File: config.mk
export PLATFORM = sky130hd
export DESIGN_NAME = vga_timing_gen
export DESIGN_NICKNAME = d
export VERILOG_FILES = /design/src/rtl/vga_pkg.sv /design/src/rtl/vga_pattern.sv /design/src/rtl/vga_timing_gen.sv
export SDC_FILE = /design/constraint.sdc
export NUM_CORES = 1
export LEC_CHECK = 0
export BUFFER_PORTS_ARGS = -buffer_cell sky130_fd_sc_hd__buf_2
export CAP_MARGIN = 20
export CORE_ASPECT_RATIO = 1.75
export CORE_MARGIN = 2
export CORE_UTILIZATION = 50
export CTS_BUF_LIST = sky130_fd_sc_hd__clkbuf_8
export CTS_CLUSTER_DIAMETER = 200
export DETAILED_ROUTE_END_ITERATION = 10
export MAX_ROUTING_LAYER = met4
export PLACE_DENSITY = 0.71
export SLEW_MARGIN = 10
export SYNTH_ARGS = -nofsm -noshare
export SYNTH_HDL_FRONTEND = slang
export SYNTH_HIERARCHICAL = 1
export SYNTH_SLANG_ARGS = --single-unit
File: constraint.sdc
create_clock -name clk_in -period 4.43 [get_ports clk_in]
set_input_delay 1.329 -clock clk_in [delete_from_list [all_inputs] [get_ports clk_in]]
set_output_delay 1.329 -clock clk_in [all_outputs]
set_load 0.1 [all_outputs]
File: src/rtl/vga_pkg.sv
// Shared definitions for the VGA timing generator: pattern mode encodings,
// default 640x480@60 timing and a helper for sizing the coordinate counters.
package vga_pkg;

  typedef enum logic [1:0] {
    MODE_BLACK = 2'd0,
    MODE_BARS  = 2'd1,
    MODE_CHECK = 2'd2,
    MODE_WHITE = 2'd3
  } vga_mode_e;

  localparam int VGA640_H_DISPLAY = 640;
  localparam int VGA640_H_FRONT   = 16;
  localparam int VGA640_H_SYNC    = 96;
  localparam int VGA640_H_BACK    = 48;
  localparam int VGA640_V_DISPLAY = 480;
  localparam int VGA640_V_FRONT   = 10;
  localparam int VGA640_V_SYNC    = 2;
  localparam int VGA640_V_BACK    = 33;

  // Smallest counter width that holds every coordinate of the larger total.
  function automatic int vga_cnt_w(input int h_total, input int v_total);
    return (h_total > v_total) ? $clog2(h_total) : $clog2(v_total);
  endfunction

endpackage

File: src/rtl/vga_pattern.sv
// Combinational test-pattern source: maps the current pixel position and
// frame mode to an RGB value; black outside the active area.
module vga_pattern
  import vga_pkg::*;
#(
  parameter int H_DISPLAY = VGA640_H_DISPLAY,
  parameter int CNT_W     = 11,
  parameter int COLOR_W   = 4
) (
  input  logic [CNT_W-1:0]   x_in,
  input  logic               y_check_in,
  input  logic               de_in,
  input  vga_mode_e          mode_in,
  output logic [COLOR_W-1:0] r_out,
  output logic [COLOR_W-1:0] g_out,
  output logic [COLOR_W-1:0] b_out
);

  localparam int BAR_W = H_DISPLAY / 8;

  logic [31:0] w_x_ext;
  logic [2:0]  w_bar;
  logic        w_check;

  assign w_x_ext = 32'(x_in);
  assign w_check = x_in[5] ^ y_check_in;

  // Bar index from constant thresholds so no divider is needed.
  always_comb begin
    w_bar = 3'd0;
    for (int k = 1; k < 8; k++) begin
      if (w_x_ext >= 32'(k * BAR_W)) w_bar = 3'(k);
    end
  end

  always_comb begin
    r_out = '0;
    g_out = '0;
    b_out = '0;
    if (de_in) begin
      case (mode_in)
        MODE_BARS: begin
          r_out = {COLOR_W{~w_bar[1]}};
          g_out = {COLOR_W{~w_bar[2]}};
          b_out = {COLOR_W{~w_bar[0]}};
        end
        MODE_CHECK: begin
          r_out = {COLOR_W{w_check}};
          g_out = {COLOR_W{w_check}};
          b_out = {COLOR_W{w_check}};
        end
        MODE_WHITE: begin
          r_out = '1;
          g_out = '1;
          b_out = '1;
        end
        default: ;
      endcase
    end
  end

endmodule

File: src/rtl/vga_timing_gen.sv
// Parametrised VGA raster timing generator. All outputs are registered from
// the pre-edge counter position, so pixel (0,0) appears one enabled edge after reset.
module vga_timing_gen
  import vga_pkg::*;
#(
  parameter int   H_DISPLAY  = VGA640_H_DISPLAY,
  parameter int   H_FRONT    = VGA640_H_FRONT,
  parameter int   H_SYNC     = VGA640_H_SYNC,
  parameter int   H_BACK     = VGA640_H_BACK,
  parameter int   V_DISPLAY  = VGA640_V_DISPLAY,
  parameter int   V_FRONT    = VGA640_V_FRONT,
  parameter int   V_SYNC     = VGA640_V_SYNC,
  parameter int   V_BACK     = VGA640_V_BACK,
  parameter logic H_SYNC_POL = 1'b0,
  parameter logic V_SYNC_POL = 1'b0,
  parameter int   COLOR_W    = 4,
  parameter int   CNT_W      = 11
) (
  input  logic               clk_in,
  input  logic               rst_n_in,
  input  logic               en_in,
  input  logic [1:0]         mode_in,
  output logic               hsync_out,
  output logic               vsync_out,
  output logic               de_out,
  output logic [CNT_W-1:0]   x_out,
  output logic [CNT_W-1:0]   y_out,
  output logic               line_start_out,
  output logic               frame_start_out,
  output logic [COLOR_W-1:0] r_out,
  output logic [COLOR_W-1:0] g_out,
  output logic [COLOR_W-1:0] b_out
);

  localparam int H_TOTAL = H_DISPLAY + H_FRONT + H_SYNC + H_BACK;
  localparam int V_TOTAL = V_DISPLAY + V_FRONT + V_SYNC + V_BACK;

  localparam logic [CNT_W-1:0] H_LAST = CNT_W'(H_TOTAL - 1);
  localparam logic [CNT_W-1:0] V_LAST = CNT_W'(V_TOTAL - 1);
  localparam logic [CNT_W-1:0] H_ACT  = CNT_W'(H_DISPLAY);
  localparam logic [CNT_W-1:0] V_ACT  = CNT_W'(V_DISPLAY);
  localparam logic [CNT_W-1:0] HS_BEG = CNT_W'(H_DISPLAY + H_FRONT);
  localparam logic [CNT_W-1:0] HS_END = CNT_W'(H_DISPLAY + H_FRONT + H_SYNC);
  localparam logic [CNT_W-1:0] VS_BEG = CNT_W'(V_DISPLAY + V_FRONT);
  localparam logic [CNT_W-1:0] VS_END = CNT_W'(V_DISPLAY + V_FRONT + V_SYNC);

  logic [CNT_W-1:0]   r_h_cnt;
  logic [CNT_W-1:0]   r_v_cnt;
  vga_mode_e          r_mode;

  logic               w_de;
  logic               w_hs_act;
  logic               w_vs_act;
  logic               w_line_start;
  logic               w_origin;
  vga_mode_e          w_mode;
  logic [COLOR_W-1:0] w_r;
  logic [COLOR_W-1:0] w_g;
  logic [COLOR_W-1:0] w_b;

  assign w_de         = (r_h_cnt < H_ACT) && (r_v_cnt < V_ACT);
  assign w_hs_act     = (r_h_cnt >= HS_BEG) && (r_h_cnt < HS_END);
  assign w_vs_act     = (r_v_cnt >= VS_BEG) && (r_v_cnt < VS_END);
  assign w_line_start = (r_h_cnt == '0);
  assign w_origin     = w_line_start && (r_v_cnt == '0);
  // The frame's first pixel already uses the newly sampled mode.
  assign w_mode       = w_origin ? vga_mode_e'(mode_in) : r_mode;

  vga_pattern #(
    .H_DISPLAY (H_DISPLAY),
    .CNT_W     (CNT_W),
    .COLOR_W   (COLOR_W)
  ) u_pattern (
    .x_in       (r_h_cnt),
    .y_check_in (r_v_cnt[5]),
    .de_in      (w_de),
    .mode_in    (w_mode),
    .r_out      (w_r),
    .g_out      (w_g),
    .b_out      (w_b)
  );

  always_ff @(posedge clk_in or negedge rst_n_in) begin
    if (!rst_n_in) begin
      r_h_cnt         <= '0;
      r_v_cnt         <= '0;
      r_mode          <= MODE_BLACK;
      hsync_out       <= ~H_SYNC_POL;
      vsync_out       <= ~V_SYNC_POL;
      de_out          <= 1'b0;
      x_out           <= '0;
      y_out           <= '0;
      line_start_out  <= 1'b0;
      frame_start_out <= 1'b0;
      r_out           <= '0;
      g_out           <= '0;
      b_out           <= '0;
    end else if (en_in) begin
      hsync_out       <= w_hs_act ? H_SYNC_POL : ~H_SYNC_POL;
      vsync_out       <= w_vs_act ? V_SYNC_POL : ~V_SYNC_POL;
      de_out          <= w_de;
      x_out           <= r_h_cnt;
      y_out           <= r_v_cnt;
      line_start_out  <= w_line_start;
      frame_start_out <= w_origin;
      r_out           <= w_r;
      g_out           <= w_g;
      b_out           <= w_b;
      r_mode          <= w_mode;
      if (r_h_cnt == H_LAST) begin
        r_h_cnt <= '0;
        r_v_cnt <= (r_v_cnt == V_LAST) ? '0 : r_v_cnt + CNT_W'(1);
      end else begin
        r_h_cnt <= r_h_cnt + CNT_W'(1);
      end
    end else begin
      // Frozen raster: position and levels hold, qualifiers drop.
      de_out          <= 1'b0;
      line_start_out  <= 1'b0;
      frame_start_out <= 1'b0;
    end
  end

endmodule

==> results of run 1 <==
==> power by group <==
part           total, mW  internal (mW)  switching (mW)
Combinational      0.531          0.114           0.418
Clock              0.472          0.268           0.205
Sequential         0.714          0.641          0.0733
Total               1.72           1.02           0.696
==> state kept, by name, indices dropped and copies added, names as in the netlist, 2 cells and up <==
name	cells
x_out	11
r_mode	2
y_out	11
r_out	4
r_h_cnt	11
b_out	4
g_out	4
r_v_cnt	11
==> critical path: stages, from the launching register on <==
cell and delay (ns):
dfrtp_1 0.45, nor4_1 0.52, nand4b_1 0.27, nor2_1 0.23
mux2_2 0.38, nand3b_1 0.19, o41ai_1 0.54, mux2_2 0.25
==> logic make-up (layout without fill, tap and decap cells) <==
logic type	Yosys count	in the layout	share of synthesized area, %
and+or+nand+nor	80	80	15.6
xor gates and xnor gates	12	12	3.48
muxes	42	42	15.6
adders and majority gates	4	4	1.66
buffers and inverters	24	68	4.98
AOI/OAI and AO/OA	27	27	6.35
DFF	63	63	52.3
==> how the worst min path moves through the flow <==
stage,startpoint,to,slack [ns]
after floorplan,r_v_cnt[7],r_v_cnt[7],0.47
after global placement,vsync_out,vsync_out,0.48
after detailed placement,vsync_out,vsync_out,0.48
after CTS,hsync_out,hsync_out,0.50
after global routing,r_out[3],r_out[3],0.52
final,hsync_out,hsync_out,0.49
==> placed cells by master, fill, tap and decap left out, types with 4 or more instances in the layout <==
cell type,instances
nor2_1,15
nand4_1,7
inv_1,8
nor2b_1,6
nand2_1,9
dfrtp_1,61
buf_2,42
nand3_1,8
xnor2_1,8
ha_1,4
and3_1,5
mux2_2,39
o21ai_0,4
clkbuf_8,10
nor3_1,9
buf_4,4
xor2_1,4
a21oi_1,5
==> synth_stat cells (2+ instances only) <==
library cell / count
and2_1: 3
xnor2_1: 8
nand2b_1: 2
nor3_1: 9
mux2i_1: 3
xor2_1: 4
nor2_1: 15
nand4_1: 7
o21a_1: 2
a21o_1: 2
a31oi_1: 3
nand4b_1: 3
a21oi_1: 5
or3_1: 3
and3_1: 5
buf_1: 4
mux2_2: 39
dfrtp_1: 61
nand2_1: 9
ha_1: 4
nor2b_1: 6
inv_1: 6
dfstp_2: 2
nand3_1: 8
buf_4: 9
o21ai_0: 4
==> metal layers <==
metal / up-vias / global-route usage, % / wire [um]
met5: - / - / 0
met4: 0 / 13.2 / 211
met1: 1011 / 20.8 / 2380
met2: 52 / 32.1 / 3130
met3: 19 / 4.83 / 234
li1: 973 / - / -
==> through the flow <==
step	util [%]	cell area [um2]	hold WS, ns	power [mW]	cells
after floorplan	-	3020	0.475	1.18	252
after global placement	55.3	3220	0.476	1.25	358
after detailed placement	55.3	3220	0.485	1.26	358
after CTS	58.5	3410	0.498	1.74	374
after global routing	58.6	3420	0.518	1.79	374
final	58.6	3420	0.489	1.72	374
==> layout make-up <==
type	instances	area [um2]	area share, %
Sequential cell	63	1580	46.2
Multi-Input combinational cell	165	1290	37.7
Timing Repair Buffer	46	240	7.03
Clock buffer	10	138	4.03
Tap cell	78	97.6	2.86
Clock inverter	6	52.6	1.54
Inverter	6	22.5	0.659
==> results by group, run 1 <==
CTS
  – CTS tree: yes
  – Clk pin slew, worst setup/hold paths: 0.06 ns
  – # Post-CTS Setup Buffers: 0
  – Post_cts resized: 0
  – CTS root buf: clkbuf_8
  – H-tree levels: 3
  – Total CTS buffers: 9
  – Hold-fix buffers, CTS: 0
  – Clock Latency Late Sink: 0.35 ns
  – Clock tree buffer depth: 2
  – Sink Count: 63

Setup path
  – Crit path max fanout: 7
  – Kind of critical path: flip-flop to flip-flop
  – Critical R2R Capture: r_out[0]
  – CP endpoint kind: flip-flop
  – Crit path from: r_v_cnt[5]
  – Reg2reg start: r_v_cnt[5]
  – Worst path required time: 4.71 ns
  – End point of the critical path: r_out[0]
  – Crit start category: flip-flop
  – Worst R2R Setup Slack: 1.53 ns
  – Reg2reg path depth: 7
  – Crit path DAT: 3.19 ns

Drt
  – DR iter-0 viols: 95
  – DRC: 0
  – Final WL: between 5000 and 6000 um
  – Antenna Nets Post-Route: 0
  – DR pass1 iterations: 4
  – Total number of vias: 2055
  – Routed wire per std cell: 15.9 um
  – Routed vias/inst: between 5 and 6

Cells and area
  – Area Growth Syn to Fin: 13.3%
  – Fill cell count: 522
  – Nets: 300
  – Antenna cells: 0
  – Layout cells sized above 1: 36.8%

Synth
  – Synth top area share: 50.6%
  – Asr flop ratio synth: 100%
  – Syn nets: about 260
  – Post-synth EDFFs: 0
  – Synth warnings: 6
  – Ys flop type: dfrtp_1
  – Post-synthesis sequential area ratio: 52.3%
  – Mapped Area: about 0.0030 mm2
  – Leading area contributor after synthesis: dfrtp_1
  – Syn Area/Cell: 12.0 um2
  – Synth unique cells: 52
  – Flops & latches, synth: 63
  – Post-Synthesis Cells: 252
  – Synth area leaders: dfrtp_1, mux2_2, xnor2_1, buf_4, nor2_1

Place
  – Worst slack, placed: 1.43 ns
  – Post-detail-place hpwl: 4210 um
  – GP Congestion: 0.912
  – IO Port Bufs: 43

Global routing
  – Initial antenna violation count: 0
  – Largest net degree at the start of global routing: between 50 and 60
  – GRT Total Usage: approximately a fifth
  – Vias in the first global route: 1987
  – First-pass GRT wire length: 9550 um
  – GRT overflow: 0

Floorplan
  – Core area: just under 0.006 mm2
  – Row count: 37
  – Chip height: 107 um
  – Die Span X: 62.7 um
  – # IOs: 44
  – Starting Density: about half
  – DIE AREA: between 0.006 and 0.007 mm2

Timing
  – Clock skew: ~0.0077 ns
  – Worst-margin pin slew: about 0.62 ns
  – Final WS setup: around 1.5 ns
  – Unrepaired setup endpoints after global routing: false
  – Final TNS setup: 0 ns
  – Final Max Slew Viols: 0
  – Slew margin rel.: 58.7%
  – Max Clock Freq: about 340 MHz
  – Ratio of final minimum period to clock period: between 60% and 70%
  – Final Hold Viols: 0
  – # setup viols final: 0
  – Fin crit period: 2.90 ns

Pwr
  – Worst VDD drop: around 0.00029 V
  – Power per cell area: 503 mW/mm2
  – P_leak: between 1.5 and 2 nW

Min path
  – Hold Crit Depth: 2
  – Hold WC Path Type: flip-flop to flip-flop

Run status
  – Status: finished clean

Run
  – MaxCap Viol Count: 0
Power figures use the tool's default switching activity.
==> run 2: changes to the inputs <==
Settings changed: PLACE_DENSITY 0.71 to 0.74.
Clock period 4.43 ns to 2.63 ns, I/O delays scaled along.
==> results by group, run 2 (same netlist as run 1, synthesis figures left out) <==
Timing
  – Slew margin rel.: 65.2% (+6.6 points)
  – Worst-margin pin slew: 0.519 ns (-0.101 ns)
  – Ratio of final minimum period to clock period: 94.1% (+29 points)
  – Final Max Slew Viols: 0 (unchanged)
  – Max Clock Freq: 404 MHz (+17%)
  – Clock skew: 0.00811 ns (+0.000412 ns)
  – Final hold slack: 0.449 ns (-0.0400 ns)
  – Fin crit period: 2.47 ns (-0.430 ns)
  – Final Hold Viols: 0 (unchanged)
  – # setup viols final: 0 (unchanged)

Drt
  – Total number of vias: 2100 (+2.2%)
  – Final WL: 5860 um (-1.7%)
  – DRC: 0 (unchanged)
  – DR pass1 iterations: 4 (unchanged)
  – Routed vias/inst: 5.41 (-1.5%)
  – Routed wire per std cell: 15.1 um (-5.2%)
  – Antenna Nets Post-Route: 0 (unchanged)
  – DR iter-0 viols: 71 (-25%)

Cells and area
  – Commonest non-fill, non-tap cell in the layout: dfrtp_1
  – Layout cells sized above 1: 41.9% (+5.1 points)
  – Area Growth Syn to Fin: 21.0%
  – Finished Layout Cells: 388 (+3.7%)
  – Antenna cells: 0 (unchanged)
  – Nets: 314 (+4.7%)
  – Commonest non-fill, non-tap cells in the layout: dfrtp_1, buf_2, mux2_2

Setup path
  – Reg2reg path depth: 9 (+2)
  – CP cell instances: inv_1 -> ha_1 -> nor2b_2 -> nand4b_4 -> nor2_2 -> mux2_2 -> o211ai_1 -> o41ai_2 -> mux2_2
  – Critical Path Slowest Stage Cell: dfrtp_1
  – Top cell by count, worst path: mux2_2
  – Crit start category: flip-flop
  – Worst R2R Setup Slack: 0.16 ns (-1.37 ns)
  – Number of stages on the worst setup path: 9 (+2)
  – Crit path max fanout: 5 (-2)
  – Critical R2R Capture: b_out[2]
  – Reg2reg start: r_h_cnt[0]
  – Crit path buf inv count: 1 (+1)
  – CP endpoint kind: flip-flop
  – Kind of critical path: flip-flop to flip-flop
  – Worst path required time: 2.86 ns (-1.85 ns)
  – Crit path DAT: 2.70 ns (-0.49 ns)
  – CP delay by family, top: multiplexers
  – Slowest stage delay, CP: 0.42 ns (-0.12 ns)

Floorplan
  – Die Span X: 62.7 um (unchanged)
  – # IOs: 44 (unchanged)
  – Starting Density: 51.7% (unchanged)
  – Row count: 37 (unchanged)
  – Chip height: 107 um (unchanged)
  – DIE AREA: 0.00670 mm2 (unchanged)
  – Core area: 0.00583 mm2 (unchanged)

Global routing
  – Largest net degree at the start of global routing: 64 (+25%)
  – Vias in the first global route: 2102 (+5.8%)
  – GRT Total Usage: 19.7% (+0.15 points)
  – First-pass GRT wire length: 9840 um (+3.0%)
  – GRT overflow: 0 (unchanged)
  – Initial antenna violation count: 0 (unchanged)

CTS
  – Clock tree buffer depth: 2 (unchanged)
  – H-tree levels: 3 (unchanged)
  – Hold-fix buffers, CTS: 0 (unchanged)
  – Total CTS buffers: 9 (unchanged)
  – Clk pin slew, worst setup/hold paths: 0.07 ns (about the same)
  – Clock Latency Late Sink: 0.35 ns (about the same)
  – CTS tree: yes
  – Sink Count: 63 (unchanged)
  – CTS root buf: clkbuf_8

Place
  – Post-detail-place hpwl: 4110 um (-2.3%)
  – IO Port Bufs: 43 (unchanged)
  – GP Congestion: 0.857 (-6.0%)
  – Placed Cells incl. Taps: 371 (+3.6%)

Pwr
  – Power per cell area: 888 mW/mm2 (+77%)
  – Power Total: 3.24 mW (+89%)
  – Worst VDD drop: 0.000571 V (+99%)
  – P_leak: 1.81 nW (+6.4%)

Run status
  – Status: finished clean

Run
  – MaxCap Viol Count: 0 (unchanged)

Min path
  – Hold WC Path Type: input port to async pin
run 2: cell types whose count changed in the layout (fill, tap and decap cells not counted), sizes merged:
| cell | delta |
|---|---|
| inv | -1 |
| clkinv | -2 |
| clkbuf | -1 |
| clkinvlp | +1 |
| bufinv | +3 |
| buf | +14 |
run 2: worst reg2reg max path: stages, from the launching register on:
cell and delay [ns]:
dfrtp_1 0.42, inv_1 0.11, ha_1 0.15, nor2b_2 0.18, nand4b_4 0.15, nor2_2 0.15
mux2_2 0.38, o211ai_1 0.34, o41ai_2 0.19, mux2_2 0.29
run 2: layout make-up:
cell class,instances,area (um2)
fill,501,2180
tap,78,97.6
inverter,6,22.5
multi-input combinational,165,1330
timing repair buffer,60,355
clock buffer,9,124
sequential,63,1580
clock inverter,7,136
run 2: per-layer routing:
| metal | vias up | global-route usage [%] | wire length, um | share of wire [%] |
|---|---|---|---|---|
| met5 | - | - | 0 | 0 |
| met4 | 0 | 12.4 | 195 | 3.3 |
| met3 | 13 | 4.41 | 187 | 3.2 |
| met2 | 46 | 33.0 | 3090 | 53 |
| met1 | 1035 | 21.1 | 2380 | 41 |
| li1 | 1006 | - | - | - |
run 2: repair_timing:
| action | in CTS | in global routing |
|---|---|---|
| resized for setup | 0 | 8 |
| endpoints found under the setup margin | 0 | 8 |
| setup buffers | 0 | 1 |
run 2: where the power goes:
| group | switching, mW | leakage, nW | total [mW] | internal (mW) |
|---|---|---|---|---|
| combinational | 0.777 | 0.856 | 1.00 | 0.227 |
| sequential | 0.0708 | 0.821 | 1.15 | 1.08 |
| clock | 0.366 | 0.131 | 1.09 | 0.720 |
| total | 1.21 | 1.81 | 3.24 | 2.03 |
run 2: through the flow:
step	utilization [%]	setup TNS (ns)	area (um2)	worst slack, ns
finish	62.6	0	3650	0.156
floorplan	-	0	3020	0.0689
global route	62.6	-0.000129	3650	-0.000129
detailed placement	57.3	0	3340	0.0618
global placement	57.3	0	3340	0.176
CTS	61.8	0	3600	0.0393
run 2: worst max path at each step:
stage,to,slack [ns],startpoint
after floorplan,r_out[1],0.07,r_h_cnt[5]
after global placement,r_out[1],0.18,r_h_cnt[0]
after detailed placement,r_out[3],0.06,r_v_cnt[8]
after CTS,r_out[3],0.04,r_v_cnt[8]
after global routing,b_out[3],-0.0001,r_v_cnt[0]
final,b_out[2],0.16,r_h_cnt[0]
==> run 3: changes to the inputs <==
Settings changed: REMOVE_ABC_BUFFERS from default to 1.
==> results by group, run 3 (same netlist as run 1, synthesis figures left out) <==
Pwr
  – Sequential share of power: 40.2% (+4.7 points)
  – Cell-internal power: 1.66 mW (-18%)
  – Combinational Power Share: 35.0% (+4.0 points)
  – Worst VDD drop: 0.000519 V (-9.1%)
  – Power per cell area: 798 mW/mm2 (-10%)
  – Clock power share: 24.8% (-8.7 points)
  – P_leak: 1.80 nW (-0.61%)
  – P_sw: 1.20 mW (-1.5%)
  – Power Total: 2.86 mW (-12%)
  – Sw Ratio: 41.8% (+4.4 points)

Cells and area
  – Commonest non-fill, non-tap cells in the layout: dfrtp_1, buf_2, mux2_2
  – Nets: 320 (+1.9%)
  – Finished Layout Cells: 394 (+1.5%)
  – Antenna cells: 0 (unchanged)
  – Area Growth Syn to Fin: 18.7%
  – Layout cells sized above 1: 42.7% (+0.79 points)
  – Commonest non-fill, non-tap cell in the layout: dfrtp_1
  – Fill cell count: 533 (+6.4%)

Floorplan
  – Row count: 37 (unchanged)
  – # IOs: 44 (unchanged)
  – DIE AREA: 0.00670 mm2 (unchanged)
  – Starting Density: 51.7% (unchanged)
  – Core area: 0.00583 mm2 (unchanged)
  – Chip height: 107 um (unchanged)
  – Die Span X: 62.7 um (unchanged)

Global routing
  – M1 GR Usage: 23.1% (+2.0 points)
  – Grt peak-use layer: met2
  – M2 GR Usage: 34.9% (+1.9 points)
  – Initial antenna violation count: 0 (unchanged)
  – Vias in the first global route: 2188 (+4.1%)
  – GRT Total Usage: 21.0% (+1.2 points)
  – Grt met3 use: 5.77% (+1.4 points)
  – Largest net degree at the start of global routing: 42 (-34%)
  – First-pass GRT wire length: 10400 um (+5.8%)
  – GRT overflow: 0 (unchanged)

CTS
  – H-tree levels: 3 (unchanged)
  – Total CTS buffers: 9 (unchanged)
  – Clock tree buffer depth: 2 (unchanged)
  – CTS tree: yes
  – CTS root buf: clkbuf_8
  – Hold-fix buffers, CTS: 0 (unchanged)
  – Clk pin slew, worst setup/hold paths: 0.07 ns (about the same)
  – Clock Latency Late Sink: 0.35 ns (about the same)
  – Sink Count: 63 (unchanged)

Place
  – Worst slack, placed: 0.0574 ns (-0.00435 ns)
  – Post-detail-place hpwl: 4310 um (+4.6%)
  – IO Port Bufs: 43 (unchanged)
  – GP Congestion: 0.871 (+1.7%)
  – Placed Cells incl. Taps: 376 (+1.3%)

Timing
  – Final Hold Viols: 0 (unchanged)
  – Slew margin rel.: 64.8% (-0.45 points)
  – Ratio of final minimum period to clock period: 94.2% (+0.13 points)
  – Clock skew: 0.00968 ns (+0.00157 ns)
  – # setup viols final: 0 (unchanged)
  – Final Max Slew Viols: 0 (unchanged)
  – Max Clock Freq: 404 MHz (-0.14%)
  – Final TNS setup: 0 ns (unchanged)
  – Fin crit period: 2.48 ns (+0.00343 ns)
  – Final WS setup: 0.152 ns (-0.00343 ns)
  – Worst-margin pin slew: 0.528 ns (+0.00952 ns)
  – Final hold slack: 0.416 ns (-0.0332 ns)

Setup path
  – Kind of critical path: flip-flop to flip-flop
  – Critical R2R Capture: r_out[2]
  – Worst R2R Setup Slack: 0.15 ns (about the same)
  – Crit path DAT: 2.71 ns (about the same)
  – Reg2reg start: r_v_cnt[8]
  – CP endpoint kind: flip-flop
  – Reg2reg path depth: 9 (unchanged)
  – Crit start category: flip-flop
  – Crit path max fanout: 4 (-1)
  – Worst path required time: 2.87 ns (about the same)

Drt
  – Routed wire per std cell: 15.3 um (+1.4%)
  – DR iter-0 viols: 99 (+39%)
  – Total number of vias: 2132 (+1.5%)
  – DR pass1 iterations: 5 (+1)
  – Final WL: 6030 um (+2.9%)
  – Routed vias/inst: 5.41 (about the same)
  – Antenna Nets Post-Route: 0 (unchanged)
  – DRC: 0 (unchanged)

Min path
  – Hold WC Path Type: input port to async pin

Run status
  – Status: finished clean

Run
  – MaxCap Viol Count: 0 (unchanged)
run 3: cell count changes in the layout (fill, tap and decap cells not counted), sizes merged:
cell,delta
inv,+1
bufinv,-4
clkbuf,+1
clkinv,+2
buf,+6
run 3: area by class of cell:
cell class	count	area [um2]	share of cell area (%)
sequential	63	1580	44.1
multi-input combinational	165	1310	36.7
timing repair buffer	66	400	11.2
clock buffer	10	138	3.84
tap	78	97.6	2.72
clock inverter	6	30.0	0.838
inverter	6	22.5	0.629
run 3: power by group through the flow:
stage | clock [mW] | combinational, mW | sequential, mW
floorplan | 0 | 0.209 | 1.73
global placement | 0 | 0.990 | 1.16
detailed placement | 0 | 0.996 | 1.17
CTS | 0.740 | 1.00 | 1.15
global route | 0.784 | 1.05 | 1.17
finish | 0.709 | 1.00 | 1.15
run 3: timing repair:
action,in CTS,in global routing
buffers inserted,0,2
cloned,0,0
pin swaps,0,1
setup endpoints to repair,4,8
resized for setup,1,6
run 3: critical path, stage by stage (launching register included):
cell	delay (ns)
dfrtp_1	0.40
nor4_2	0.28
buf_4	0.16
nand4b_1	0.18
nor2_4	0.15
mux2_2	0.37
o211ai_1	0.27
o41ai_2	0.14
buf_4	0.16
mux2_2	0.25
run 3: worst max path at each step:
| stage | from | end | slack, ns | depth (start not counted) |
|---|---|---|---|---|
| detailed placement | r_v_cnt[6] | r_out[2] | 0.06 | 9 |
| CTS | r_h_cnt[0] | r_out[2] | 0.03 | 10 |
| global placement | r_v_cnt[6] | r_out[2] | 0.14 | 9 |
| finish | r_v_cnt[8] | r_out[2] | 0.15 | 9 |
| floorplan | r_h_cnt[5] | r_out[0] | 0.09 | 7 |
| global route | r_v_cnt[8] | r_out[2] | -0.004 | 9 |
run 3: layer usage:
layer | up-vias | share of wire, %
li1 | 1014 | -
met1 | 1061 | 38
met2 | 46 | 56
met3 | 11 | 3.8
met4 | 0 | 2.5
met5 | - | 0
run 3: through the flow:
stage | util (%) | instance area [um2]
final | 61.4 | 3580
after global routing | 61.4 | 3580
after CTS | 60.8 | 3550
after detailed placement | 57.8 | 3370
after global placement | 57.8 | 3370
after floorplan | - | 2890
